## src/rtl/count_ones_ctrl.sv

```systemverilog
// Purpose: controller that sequences a count-ones datapath (load, clear one set bit per cycle, count) with a watchdog.
// Latency: a start accepted in cycle T with popcount k gives done in cycle T+k+2; a stuck datapath reaches ERROR after INPUT_WIDTH clears.
// Backpressure: none; go is a level request taken only when armed (go seen low since the last start) and not busy.
module count_ones_ctrl #(
  parameter int INPUT_WIDTH = 32
) (
  input  logic clk,
  input  logic rst,
  input  logic go,
  input  logic n_eq_0,
  output logic n_en,
  output logic n_sel,
  output logic count_en,
  output logic count_sel,
  output logic out_en,
  output logic done,
  output logic busy,
  output logic err
);

  localparam int ITER_WIDTH = $clog2(INPUT_WIDTH + 1);
  localparam logic [ITER_WIDTH-1:0] ITER_MAX = ITER_WIDTH'(INPUT_WIDTH);

  typedef enum logic [1:0] {
    IDLE  = 2'd0,
    BUSY  = 2'd1,
    DONE  = 2'd2,
    ERROR = 2'd3
  } state_t;

  state_t                state, state_nxt;
  logic                  armed, armed_nxt;
  logic [ITER_WIDTH-1:0] iter, iter_nxt;
  logic                  accept;

  // A start needs a fresh rising request: holding go high never restarts.
  assign accept = (state != BUSY) && go && armed;

  // Next-state, arm tracking, iteration count and all control outputs.
  always_comb begin
    state_nxt = state;
    iter_nxt  = iter;
    armed_nxt = go ? armed : 1'b1;
    n_en      = 1'b0;
    n_sel     = 1'b0;
    count_en  = 1'b0;
    count_sel = 1'b0;
    out_en    = 1'b0;
    done      = 1'b0;
    busy      = 1'b0;
    err       = 1'b0;

    // Start cycle: load operand and clear count; status outputs of the
    // current state remain visible for this one cycle.
    if (accept) begin
      n_en      = 1'b1;
      n_sel     = 1'b1;
      count_en  = 1'b1;
      count_sel = 1'b1;
      state_nxt = BUSY;
      iter_nxt  = '0;
      armed_nxt = 1'b0;
    end

    case (state)
      IDLE: begin
      end
      BUSY: begin
        busy = 1'b1;
        if (n_eq_0) begin
          state_nxt = DONE;
        end else if (iter < ITER_MAX) begin
          // Clear lowest set bit; datapath bumps its count alongside.
          n_en     = 1'b1;
          n_sel    = 1'b0;
          iter_nxt = iter + ITER_WIDTH'(1);
        end else begin
          // More clears than operand bits: datapath is broken.
          state_nxt = ERROR;
        end
      end
      DONE: begin
        done   = 1'b1;
        out_en = 1'b1;
      end
      ERROR: begin
        err = 1'b1;
      end
      default: begin
        state_nxt = IDLE;
      end
    endcase

    // Outputs are held quiet for the whole reset cycle.
    if (rst) begin
      n_en      = 1'b0;
      n_sel     = 1'b0;
      count_en  = 1'b0;
      count_sel = 1'b0;
      out_en    = 1'b0;
      done      = 1'b0;
      busy      = 1'b0;
      err       = 1'b0;
    end
  end

  // State, arm flag and iteration counter registers with synchronous reset.
  always_ff @(posedge clk) begin
    if (rst) begin
      state <= IDLE;
      armed <= 1'b0;
      iter  <= '0;
    end else begin
      state <= state_nxt;
      armed <= armed_nxt;
      iter  <= iter_nxt;
    end
  end

endmodule

```

## config.mk

```make
export PLATFORM = sky130hd
export DESIGN_NAME = count_ones_ctrl
export DESIGN_NICKNAME = d
export VERILOG_FILES = /design/src/rtl/count_ones_ctrl.sv
export SDC_FILE = /design/constraint.sdc
export NUM_CORES = 1
export LEC_CHECK = 0
export ABC_AREA = 1
export BUFFER_PORTS_ARGS = -buffer_cell sky130_fd_sc_hd__buf_2
export CAP_MARGIN = 15
export CORE_MARGIN = 2
export CORE_UTILIZATION = 35
export CTS_BUF_LIST = sky130_fd_sc_hd__clkbuf_2
export CTS_CLUSTER_DIAMETER = 80
export DETAILED_ROUTE_END_ITERATION = 6
export GPL_ROUTABILITY_DRIVEN = 0
export HOLD_SLACK_MARGIN = 0.08
export PLACE_DENSITY_LB_ADDON = 0.15
export SYNTH_ARGS = -nofsm -noshare
export SYNTH_HDL_FRONTEND = slang
export SYNTH_SLANG_ARGS = --single-unit
```

## constraint.sdc

```tcl
create_clock -name clk -period 1.3 [get_ports clk]
set_clock_uncertainty 0.05 [all_clocks]
set_input_delay 0.26 -clock clk [delete_from_list [all_inputs] [get_ports clk]]
set_output_delay 0.26 -clock clk [all_outputs]
set_load 0.01 [all_outputs]
```

==> results by group, run 1 <==
Critical path
  • R2R Path Start: state[1]
  • CP Data Arrival Time: 1090 ps
  • Worst Setup Start Kind: flip-flop
  • Crit path buf inv count: 2
  • Max incr delay on CP: 390 ps
  • CP top delay family: flip-flops
  • Slowest CP cell: dfxtp_4
  • WS Path Type: reg2out
  • CP required: 990 ps
  • R2r endpoint: iter[5]
  • Critical-path cell list: inv_4, nand2_4, nand2_8, a21oi_2, buf_2
  • R2R Setup Slk: 130 ps
  • R2R depth: 8
  • CP Capture Type: primary output
  • Worst-path maximum fanout: 7

Die
  • Core area: 0.00130 sq mm
  • I/O pin cnt: 12
  • Initial Utilization: 37.7%
  • Die width: 41.4 microns
  • Die footprint: 0.00172 sq mm
  • Die Y: 41.4 microns
  • FP Rows: 13

Layout
  • ANT cells: 0
  • Area Growth Syn to Fin: 30.6%
  • Core Util, Final: 49.2%
  • Final cell count without fillers: 102
  • Nets: 93
  • Share of cells above drive strength 1: 44.8%
  • FILL cells: 130

Yosys
  • Sequential cell area fraction in the yosys report: 36.7%
  • Most frequent cells after synthesis: nand2_1 (12), inv_1 (11), nor2_1 (10)
  • Cells after Synth: 70
  • Post-synth top area share: 36.7%
  • Top-count cell post-synth: nand2_1
  • Async set-reset flop share out of synthesis: 0%
  • Average cell area after synthesis: 7.01 sq um
  • Flops & latches, synth: 9
  • Top FF cell, synth: dfxtp_1
  • Top cells by area, synth: dfxtp_1 (37%), nand2_1 (9.2%), inv_1 (8.4%)
  • EDFF count, synth: 0
  • Synth warnings: 0
  • Synth Cell Area: 490 sq um
  • Yosys top cell by area: dfxtp_1
  • Synth cell types: 18
  • Synth Net Count: 75

CTS
  • Num CTS Buffers: 3
  • Clock sink total: 9
  • Clk root buf: clkbuf_2
  • Hold_buf cts: 0
  • Reg clk slew, reported paths: 80 ps
  • Skew-Pair Late Insertion Delay: 260 ps
  • # H-tree levels: 1
  • CTS tree: built
  • CTS max path bufs: 2

Outcome
  • Status: complete, but fails checks
  • Violations in the final reports: setup timing

Power and ir drop
  • Overall power: 0.553 mW
  • Peak supply drop: 0.000581 V
  • Power density over the cells: 864 mW/mm^2
  • Leakage: 0.293 nW

Placement
  • HPWL after DPL: 712 microns
  • Port bufs: 11
  • Placed cells: 96

Timing
  • Unrepaired setup endpoints after global routing: true
  • Max-slew violations: 0
  • Tcrit/Tclk final: 108%
  • Worst slew margin: 85.9%
  • Fin. Hold Viols: 0
  • Tmin final: 1400 ps
  • Final setup margin: -102 ps
  • Finish-stage setup viols: 5
  • Fmax: 713 MHz
  • Slew @ Worst Pin: 209 ps

Global routing
  • Vias in the first global route: 371
  • Total grt overflow: 0
  • First-pass GRT wire length: 1550 microns
  • Largest net degree at the start of global routing: 8
  • Initial antenna violation count: 0
  • GRT Util Overall: 12.4%

Route
  • Drt first pass iters: 4
  • Avg WL per Cell: 9.35 microns
  • Vias: 463
  • Iteration-0 DRC Markers: 10
  • # DRC: 0
  • Antenna Nets Post-Route: 0
  • Final WL: 954 microns
  • Drt via density: 4.54

Job
  • Max-cap violation count: 0

Hold path
  • Worst Hold Class: in2reg
  • Worst hold endpoint: armed
  • Worst Hold Launch: go
  • Hold Path Depth: 2
## power breakdown
group          internal, mW  switching, mW  total (mW)
Sequential            0.281        0.00756       0.289
Combinational        0.0326         0.0488      0.0813
Clock                0.0817          0.102       0.183
Total                 0.395          0.158       0.553
## cell type report
type / count / area (sq um) / share of cell area (%)
multi-input cells: 47 / 278 / 43.4
well taps: 15 / 18.8 / 2.93
clock buffers: 4 / 20.0 / 3.13
inverters: 12 / 50.0 / 7.81
flip-flops and latches: 9 / 189 / 29.5
repair buffers: 15 / 85.1 / 13.3
## cell usage in the layout (no fill, tap or decap), drive strengths merged
master / synthesis / layout
nand2: 15 / 15
buf: 2 / 15
nor2: 14 / 14
inv: 12 / 12
dfxtp: 9 / 9
a21oi: 6 / 6
nand3: 5 / 5
clkbuf: 0 / 4
o21ai: 4 / 4
o21bai: 1 / 1
nor3: 1 / 1
ha: 1 / 1
## repair_timing
| item | in CTS | in global routing |
|---|---|---|
| cloned | 0 | 0 |
| pin swaps | 2 | 0 |
| setup buffers | 1 | 1 |
| setup endpoints to repair | 7 | 8 |
| endpoints found under the hold margin | 0 | 0 |
| gates resized for setup | 8 | 8 |
## routing by layer
metal  vias to the layer above  part of all wire, %  GRT usage [%]
li1                        252                    -              -
met1                       198                   49           15.5
met2                        13                   43           16.3
met3                         0                  7.2           8.26
met4                         0                    0           5.81
met5                         -                    0              0
## metrics by stage
step	instance area (sq um)	hold slack, ps	setup TNS [ps]	setup WS [ps]
finish	641	130	-303	-102
global route	641	95.6	-1030	-184
CTS	606	116	-403	-119
floorplan	490	279	0	34.0
detailed placement	564	400	0	71.5
global placement	564	401	0	92.0
## sequential cells by signal, indices dropped and copies added (netlist names)
register	count
state	2
iter	6
armed	1
## how the worst max path moves through the flow
stage              from   endpoint  slack [ps]  cells past startpoint
3_3_place_gp   state[1]       n_en          90                      5
3_5_place_dp   state[1]       n_en          70                      5
6_report       state[1]       n_en        -100                      5
4_1_cts        state[0]       n_en        -120                      5
2_1_floorplan  state[1]  count_sel          30                      5
5_1_grt        state[1]       n_en        -180                      5
## logic make-up (layout without fill, tap and decap cells)
| group | after synthesis | after routing | synth area share (%) |
|---|---|---|---|
| AND/OR/NAND/NOR | 35 | 35 | 36.0 |
| buffers and inverters | 14 | 31 | 12.2 |
| AO/OA/AOI/OAI | 11 | 11 | 12.5 |
| flip-flops | 9 | 9 | 36.7 |
| adder cells (fa/ha/maj) | 1 | 1 | 2.55 |
## worst reg2reg max path: stages (launching register included)
cell     delay [ps]
dfxtp_4         370
inv_4            60
nand2_4          70
buf_4           150
nor2_4          110
nand3_2          90
nor2_2          110
nand2_1          60
nand2_1          50
No activity file was read; power rests on OpenSTA's default activity.
==> run 2: changes to the inputs <==
Clock period 1.3 ns to 1.15 ns, I/O delays scaled along.
==> run 2 against run 1 <==
Against the previous run: non-clock buffer count increased by 7; clock-buffer cell count unchanged; cell count rose by 6.9%; register-to-register slack worse by 260 ps; sequential power rose by 13%; highest routed layer is now met4; worst setup slack got worse by 160 ps; sequential share of layout area is 3.7 points lower; via count is 5.2% higher; first-iteration DRC count shrank 80%; critical path depth did not move; the run still ends with setup timing left; final area up 10%; largest power group unchanged.
==> results by group, run 2 (synthesized netlist as in run 1, its figures left out) <==
Outcome
  • Status: complete, but fails checks (unchanged)
  • Violations in the final reports: setup timing (unchanged)

Timing
  • Tcrit/Tclk final: 123%
  • Slew @ Worst Pin: 227 ps (was 209 ps)
  • Final setup margin: -262 ps (was -102 ps)
  • Fin. Hold Viols: 0 (unchanged)
  • Finish-stage setup viols: 14 (was 5)
  • Tmin final: 1410 ps
  • Worst slew margin: 84.8% (was 85.9%)
  • Unrepaired setup endpoints after global routing: true (unchanged)
  • Fmax: 708 MHz
  • Max-slew violations: 0 (unchanged)

CTS
  • CTS max path bufs: 2 (unchanged)
  • Clock sink total: 9 (unchanged)
  • Skew-Pair Late Insertion Delay: 270 ps (was 260 ps)
  • Num CTS Buffers: 3 (unchanged)
  • # H-tree levels: 1 (unchanged)
  • Clk root buf: clkbuf_2 (unchanged)
  • CTS tree: built (unchanged)
  • Reg clk slew, reported paths: 110 ps (was 80 ps)

Route
  • Drt via density: 4.47 (was 4.54)
  • DR top layer: met4 (was met3)
  • DR WL met3: 56 microns (was 69 microns)
  • Vias: 487 (was 463)
  • Drt first pass iters: 2 (was 4)
  • WL met1: 513 microns (was 470 microns)
  • Avg WL per Cell: 9.83 microns (was 9.35 microns)
  • Final WL: 1070 microns (was 954 microns)
  • Iteration-0 DRC Markers: 2 (was 10)
  • Antenna Nets Post-Route: 0 (unchanged)
  • Metal2 WL: 457 microns (was 414 microns)
  • # DRC: 0 (unchanged)

Layout
  • Most common cell after layout, fill and taps aside: nand2_1 (unchanged)
  • ANT cells: 0 (unchanged)
  • Share of cells above drive strength 1: 48.9% (was 44.8%)
  • Final instance area: 707 sq um (was 641 sq um)
  • Area Growth Syn to Fin: 44.1% (was 30.6%)
  • Largest regs: iter x6, state x2, armed x1 (unchanged)
  • Number of flip-flops under the largest register name: 6 (unchanged)
  • Core Util, Final: 54.3% (was 49.2%)
  • Register name with the most flops: iter (unchanged)
  • Nets: 100 (was 93)
  • Most frequent cells in the layout: nand2_1 (12), buf_2 (10), inv_1 (8), nor2_1 (8), buf_4 (8) (was nand2_1 (12), buf_2 (11), inv_1 (8), nor2_1 (8), dfxtp_1 (6))

Power and ir drop
  • Sw Share: 29.8% (was 28.5%)
  • Leakage: 0.329 nW (was 0.293 nW)
  • Overall power: 0.666 mW (was 0.553 mW)
  • Power density over the cells: 942 mW/mm^2 (was 864 mW/mm^2)
  • Flop pwr share: 48.9% (was 52.2%)
  • Clk network pwr share: 33.5% (was 33.1%)
  • Switch Pwr: 0.199 mW (was 0.158 mW)
  • Internal: 0.467 mW (was 0.395 mW)
  • Peak supply drop: 0.000670 V (was 0.000581 V)
  • Comb pwr share: 17.6% (was 14.7%)

Die
  • Initial Utilization: 37.7% (unchanged)
  • Core area: 0.00130 sq mm (unchanged)
  • Die width: 41.4 microns (unchanged)
  • FP Rows: 13 (unchanged)
  • I/O pin cnt: 12 (unchanged)
  • Die Y: 41.4 microns (unchanged)
  • Die footprint: 0.00172 sq mm (unchanged)

Hold path
  • Worst Hold Launch: rst (was go)
  • Worst Hold Class: in2reg (unchanged)
  • Worst hold endpoint: iter[1] (was armed)
  • Hold Path Depth: 2 (unchanged)

Job
  • Max-cap violation count: 0 (unchanged)

Critical path
  • Worst Setup Start Kind: flip-flop (unchanged)
  • WS Path Type: reg2out (unchanged)
  • Slowest CP cell: dfxtp_2 (was dfxtp_4)
  • CP Capture Type: primary output (unchanged)
  • R2R Path Start: state[1] (unchanged)
  • R2R depth: 8 (unchanged)
  • R2R Setup Slk: -130 ps (was 130 ps)
  • Max incr delay on CP: 370 ps (was 390 ps)
  • CP Data Arrival Time: 1130 ps (was 1090 ps)
  • Worst setup startpoint: state[0] (was state[1])
  • R2r endpoint: iter[3] (was iter[5])
  • Critical-path cell list: inv_2, nor2_2, nand3_2, a21oi_2, buf_2 (was inv_4, nand2_4, nand2_8, a21oi_2, buf_2)
  • CP required: 870 ps (was 990 ps)
  • Worst-path maximum fanout: 3 (was 7)

Placement
  • HPWL after DPL: 792 microns (was 712 microns)
  • Placed Area: 629 sq um (was 564 sq um)
  • Pre-CTS setup slack: -10.6 ps (was 71.5 ps)
  • Port bufs: 11 (unchanged)

Global routing
  • First-pass GRT wire length: 1810 microns (was 1550 microns)
  • Vias in the first global route: 430 (was 371)
  • Total grt overflow: 0 (unchanged)
  • Initial antenna violation count: 0 (unchanged)
  • GRT Util Overall: 14.7% (was 12.4%)
  • Largest net degree at the start of global routing: 7 (was 8)
[run 2: cell count changes in the layout (fill, tap and decap cells not counted), sizes merged]
cell / previous run / this run
dlygate4sd3: 0 / 1
buf: 15 / 21
[run 2: power by group through the flow]
stage	sequential (mW)	combinational [mW]	clock (mW)
2_1_floorplan	0.330	0.0505	0
3_3_place_gp	0.331	0.0956	0
3_5_place_dp	0.331	0.0962	0
4_1_cts	0.326	0.114	0.234
5_1_grt	0.327	0.129	0.247
6_report	0.326	0.117	0.223
[run 2: routing by layer]
metal,up-vias,track usage (%)
met5,-,0
met2,11,20.9
li1,263,-
met3,5,4.78
met4,0,13.5
met1,208,17.1
[run 2: area by class of cell]
| type | count | area [sq um] |
|---|---|---|
| sequential | 9 | 183 |
| timing repair buffer | 22 | 163 |
| fill | 140 | 594 |
| tap | 15 | 18.8 |
| multi-input combinational | 47 | 278 |
| clock buffer | 4 | 20.0 |
| inverter | 12 | 45.0 |
[run 2: metrics by stage]
| step | hold WS (ps) | std cells | setup TNS, ps |
|---|---|---|---|
| 3_3_place_gp | 370 | 102 | 0 |
| 5_1_grt | 171 | 109 | -2760 |
| 6_report | 190 | 109 | -1870 |
| 4_1_cts | 174 | 109 | -1830 |
| 2_1_floorplan | 249 | 70 | 0 |
| 3_5_place_dp | 374 | 102 | -10.6 |
[run 2: worst max-delay path: cells and delay by family (launching register included)]
kind,cells,cell delay (ps)
DFF,1,370
buffers and inverters,2,190
and+or+nand+nor,2,190
AOI/OAI and AO/OA,1,110
[run 2: timing repair]
action	4_1_cts	5_1_grt
gates resized for setup	9	4
hold endpoints to repair	1	0
setup endpoints to repair	11	15
hold buffers	1	0
setup buffers	2	0
pin swaps	5	1
[run 2: worst max-delay path by stage]
stage / end / slack [ps] / depth (start not counted)
after global placement: n_en / 7 / 5
final: n_en / -260 / 5
after CTS: n_en / -260 / 5
after global routing: n_en / -320 / 5
after floorplan: n_en / 30 / 4
after detailed placement: n_en / -10 / 5
==> run 3: changes to the inputs <==
Settings changed: SLEW_MARGIN set to 20.
Clock period 1.15 ns to 1.2 ns, I/O delays scaled along.
==> run 3 against run 2 <==
Against the previous run: the flow still finishes with violations (setup timing); clock power is 11% lower; first-iteration DRC count rose by 50%; worst setup slack gained 37 ps; critical path depth is 1 lower; global-route usage shrank 1.6 points; wire length increased by 12%; worst hold slack got worse by 68 ps; utilization grew 3.7 points; power is 6.0% lower; cell count decreased by 1.8%; highest routed layer unchanged.
==> results by group, run 3 (synthesized netlist as in run 1, its figures left out) <==
Critical path
  • CP Data Arrival Time: 1140 ps (was 1130 ps)
  • Worst Setup Start Kind: flip-flop (unchanged)
  • R2R depth: 8 (unchanged)
  • R2r endpoint: iter[5] (was iter[3])
  • WP depth: 4 (was 5)
  • CP top delay family: flip-flops (unchanged)
  • R2R Setup Slk: -10 ps (was -130 ps)
  • CP required: 910 ps (was 870 ps)
  • Max incr delay on CP: 360 ps (was 370 ps)
  • Worst setup startpoint: state[0] (unchanged)
  • WS Path Type: reg2out (unchanged)
  • Slowest CP cell: dfxtp_2 (unchanged)
  • CP Capture Type: primary output (unchanged)
  • Worst-path maximum fanout: 4 (was 3)
  • R2R Path Start: state[0] (was state[1])
  • Setup crit end: busy (was n_en)
  • Crit path buf inv count: 2 (unchanged)
  • Critical-path cell list: buf_6, nand2_8, nor2_1, buf_2 (was inv_2, nor2_2, nand3_2, a21oi_2, buf_2)

Route
  • Antenna Nets Post-Route: 0 (unchanged)
  • Avg WL per Cell: 11.3 microns (was 9.83 microns)
  • Drt via density: 4.68 (was 4.47)
  • DR top layer: met4 (unchanged)
  • Metal2 WL: 651 microns (was 457 microns)
  • Iteration-0 DRC Markers: 3 (was 2)
  • Vias: 501 (was 487)
  • WL met1: 525 microns (was 513 microns)
  • # DRC: 0 (unchanged)
  • DR WL met3: 21 microns (was 56 microns)
  • Final WL: 1210 microns (was 1070 microns)
  • Drt first pass iters: 2 (unchanged)

Hold path
  • Worst Hold Class: in2reg (unchanged)

Job
  • Max-cap violation count: 0 (unchanged)

Die
  • Die footprint: 0.00172 sq mm (unchanged)
  • Die width: 41.4 microns (unchanged)
  • Initial Utilization: 37.7% (unchanged)
  • FP Rows: 13 (unchanged)
  • I/O pin cnt: 12 (unchanged)
  • Core area: 0.00130 sq mm (unchanged)
  • Die Y: 41.4 microns (unchanged)

Timing
  • Slew @ Worst Pin: 185 ps (was 227 ps)
  • Tmin final: 1430 ps
  • Tcrit/Tclk final: 119%
  • Worst slew margin: 87.6% (was 84.8%)
  • Final setup margin: -226 ps (was -262 ps)
  • Finish-stage setup viols: 10 (was 14)
  • Setup TNS: -1000 ps (was -1870 ps)
  • Fmax: 701 MHz
  • Max-slew violations: 0 (unchanged)
  • Unrepaired setup endpoints after global routing: true (unchanged)
  • Fin. Hold Viols: 0 (unchanged)

Global routing
  • First-pass GRT wire length: 1770 microns (was 1810 microns)
  • Total grt overflow: 0 (unchanged)
  • Largest net degree at the start of global routing: 8 (was 7)
  • Vias in the first global route: 458 (was 430)
  • GRT Util Overall: 13.1% (was 14.7%)
  • Initial antenna violation count: 0 (unchanged)

Layout
  • Area Growth Syn to Fin: 54.1% (was 44.1%)
  • Most frequent cells in the layout: nand2_1 (10), buf_2 (10), inv_1 (8), nor2_2 (6), nor2_1 (6) (was nand2_1 (12), buf_2 (10), inv_1 (8), nor2_1 (8), buf_4 (8))
  • Largest regs: iter x6, state x2, armed x1 (unchanged)
  • Final cell count without fillers: 107 (was 109)
  • ANT cells: 0 (unchanged)
  • Nets: 98 (was 100)
  • Share of cells above drive strength 1: 57.6% (was 48.9%)
  • Number of flip-flops under the largest register name: 6 (unchanged)
  • Register name with the most flops: iter (unchanged)
  • Core Util, Final: 58.1% (was 54.3%)

Placement
  • HPWL after DPL: 715 microns (was 792 microns)
  • Placed cells: 98 (was 102)
  • Pre-CTS setup slack: 23.3 ps (was -10.6 ps)
  • Port bufs: 11 (unchanged)

CTS
  • Reg clk slew, reported paths: 100 ps (was 110 ps)
  • CTS max path bufs: 2 (unchanged)
  • # H-tree levels: 1 (unchanged)
  • CTS tree: built (unchanged)
  • Clk root buf: clkbuf_2 (unchanged)
  • Num CTS Buffers: 3 (unchanged)
  • Skew-Pair Late Insertion Delay: 240 ps (was 270 ps)
  • Clock sink total: 9 (unchanged)

Outcome
  • Violations in the final reports: setup timing (unchanged)
  • Status: complete, but fails checks (unchanged)

Power and ir drop
  • Leakage: 0.335 nW (was 0.329 nW)
  • Peak supply drop: 0.000547 V (was 0.000670 V)
  • Power density over the cells: 828 mW/mm^2 (was 942 mW/mm^2)
## run 3: changes by cell type in the layout (fill, tap and decap cells not counted), sizes merged
cell / delta
buf: -1
dlygate4sd3: -1
## run 3: report_power, final
part	total [mW]	internal [mW]	switching, mW	leakage [nW]
sequential	0.312	0.306	0.00629	0.0752
combinational	0.115	0.0492	0.0658	0.243
clock	0.199	0.0885	0.111	0.0166
## run 3: worst register-to-register path: cells and delay by family (launching register included)
kind	cells	cell delay, ps
simple gates	6	510
flops	1	360
buf+inv	2	250
## run 3: what timing repair did
item / in CTS / in global routing
pin swaps: 14 / 11
gates resized for setup: 15 / 17
setup endpoints to repair: 8 / 13
buffers inserted: 6 / 2
hold buffers: 0 / 0
## run 3: how the worst min path moves through the flow
stage,end,cells past startpoint,startpoint,slack (ps)
floorplan,iter[1],1,rst,260
global placement,armed,2,go,380
detailed placement,armed,2,go,390
CTS,armed,2,go,120
global route,armed,2,go,100
finish,armed,2,go,120
## run 3: area by class of cell
| cell class | instances | area [sq um] |
|---|---|---|
| Clock buffer | 4 | 20.0 |
| Tap cell | 15 | 18.8 |
| Inverter | 12 | 45.0 |
| Timing Repair Buffer | 20 | 144 |
| Multi-Input combinational cell | 47 | 340 |
| Fill cell | 124 | 546 |
| Sequential cell | 9 | 188 |
## run 3: layer usage
layer	global-route usage (%)	vias up
li1	-	261
met1	15.2	232
met2	22.8	6
met3	2.61	2
met4	5.81	0
met5	0	-
## run 3: stage by stage
step	power [mW]	instance area, sq um	hold WS (ps)
6_report	0.626	756	122
5_1_grt	0.659	756	104
4_1_cts	0.616	686	115
3_5_place_dp	0.393	582	388
3_3_place_gp	0.393	582	381
2_1_floorplan	0.364	493	259
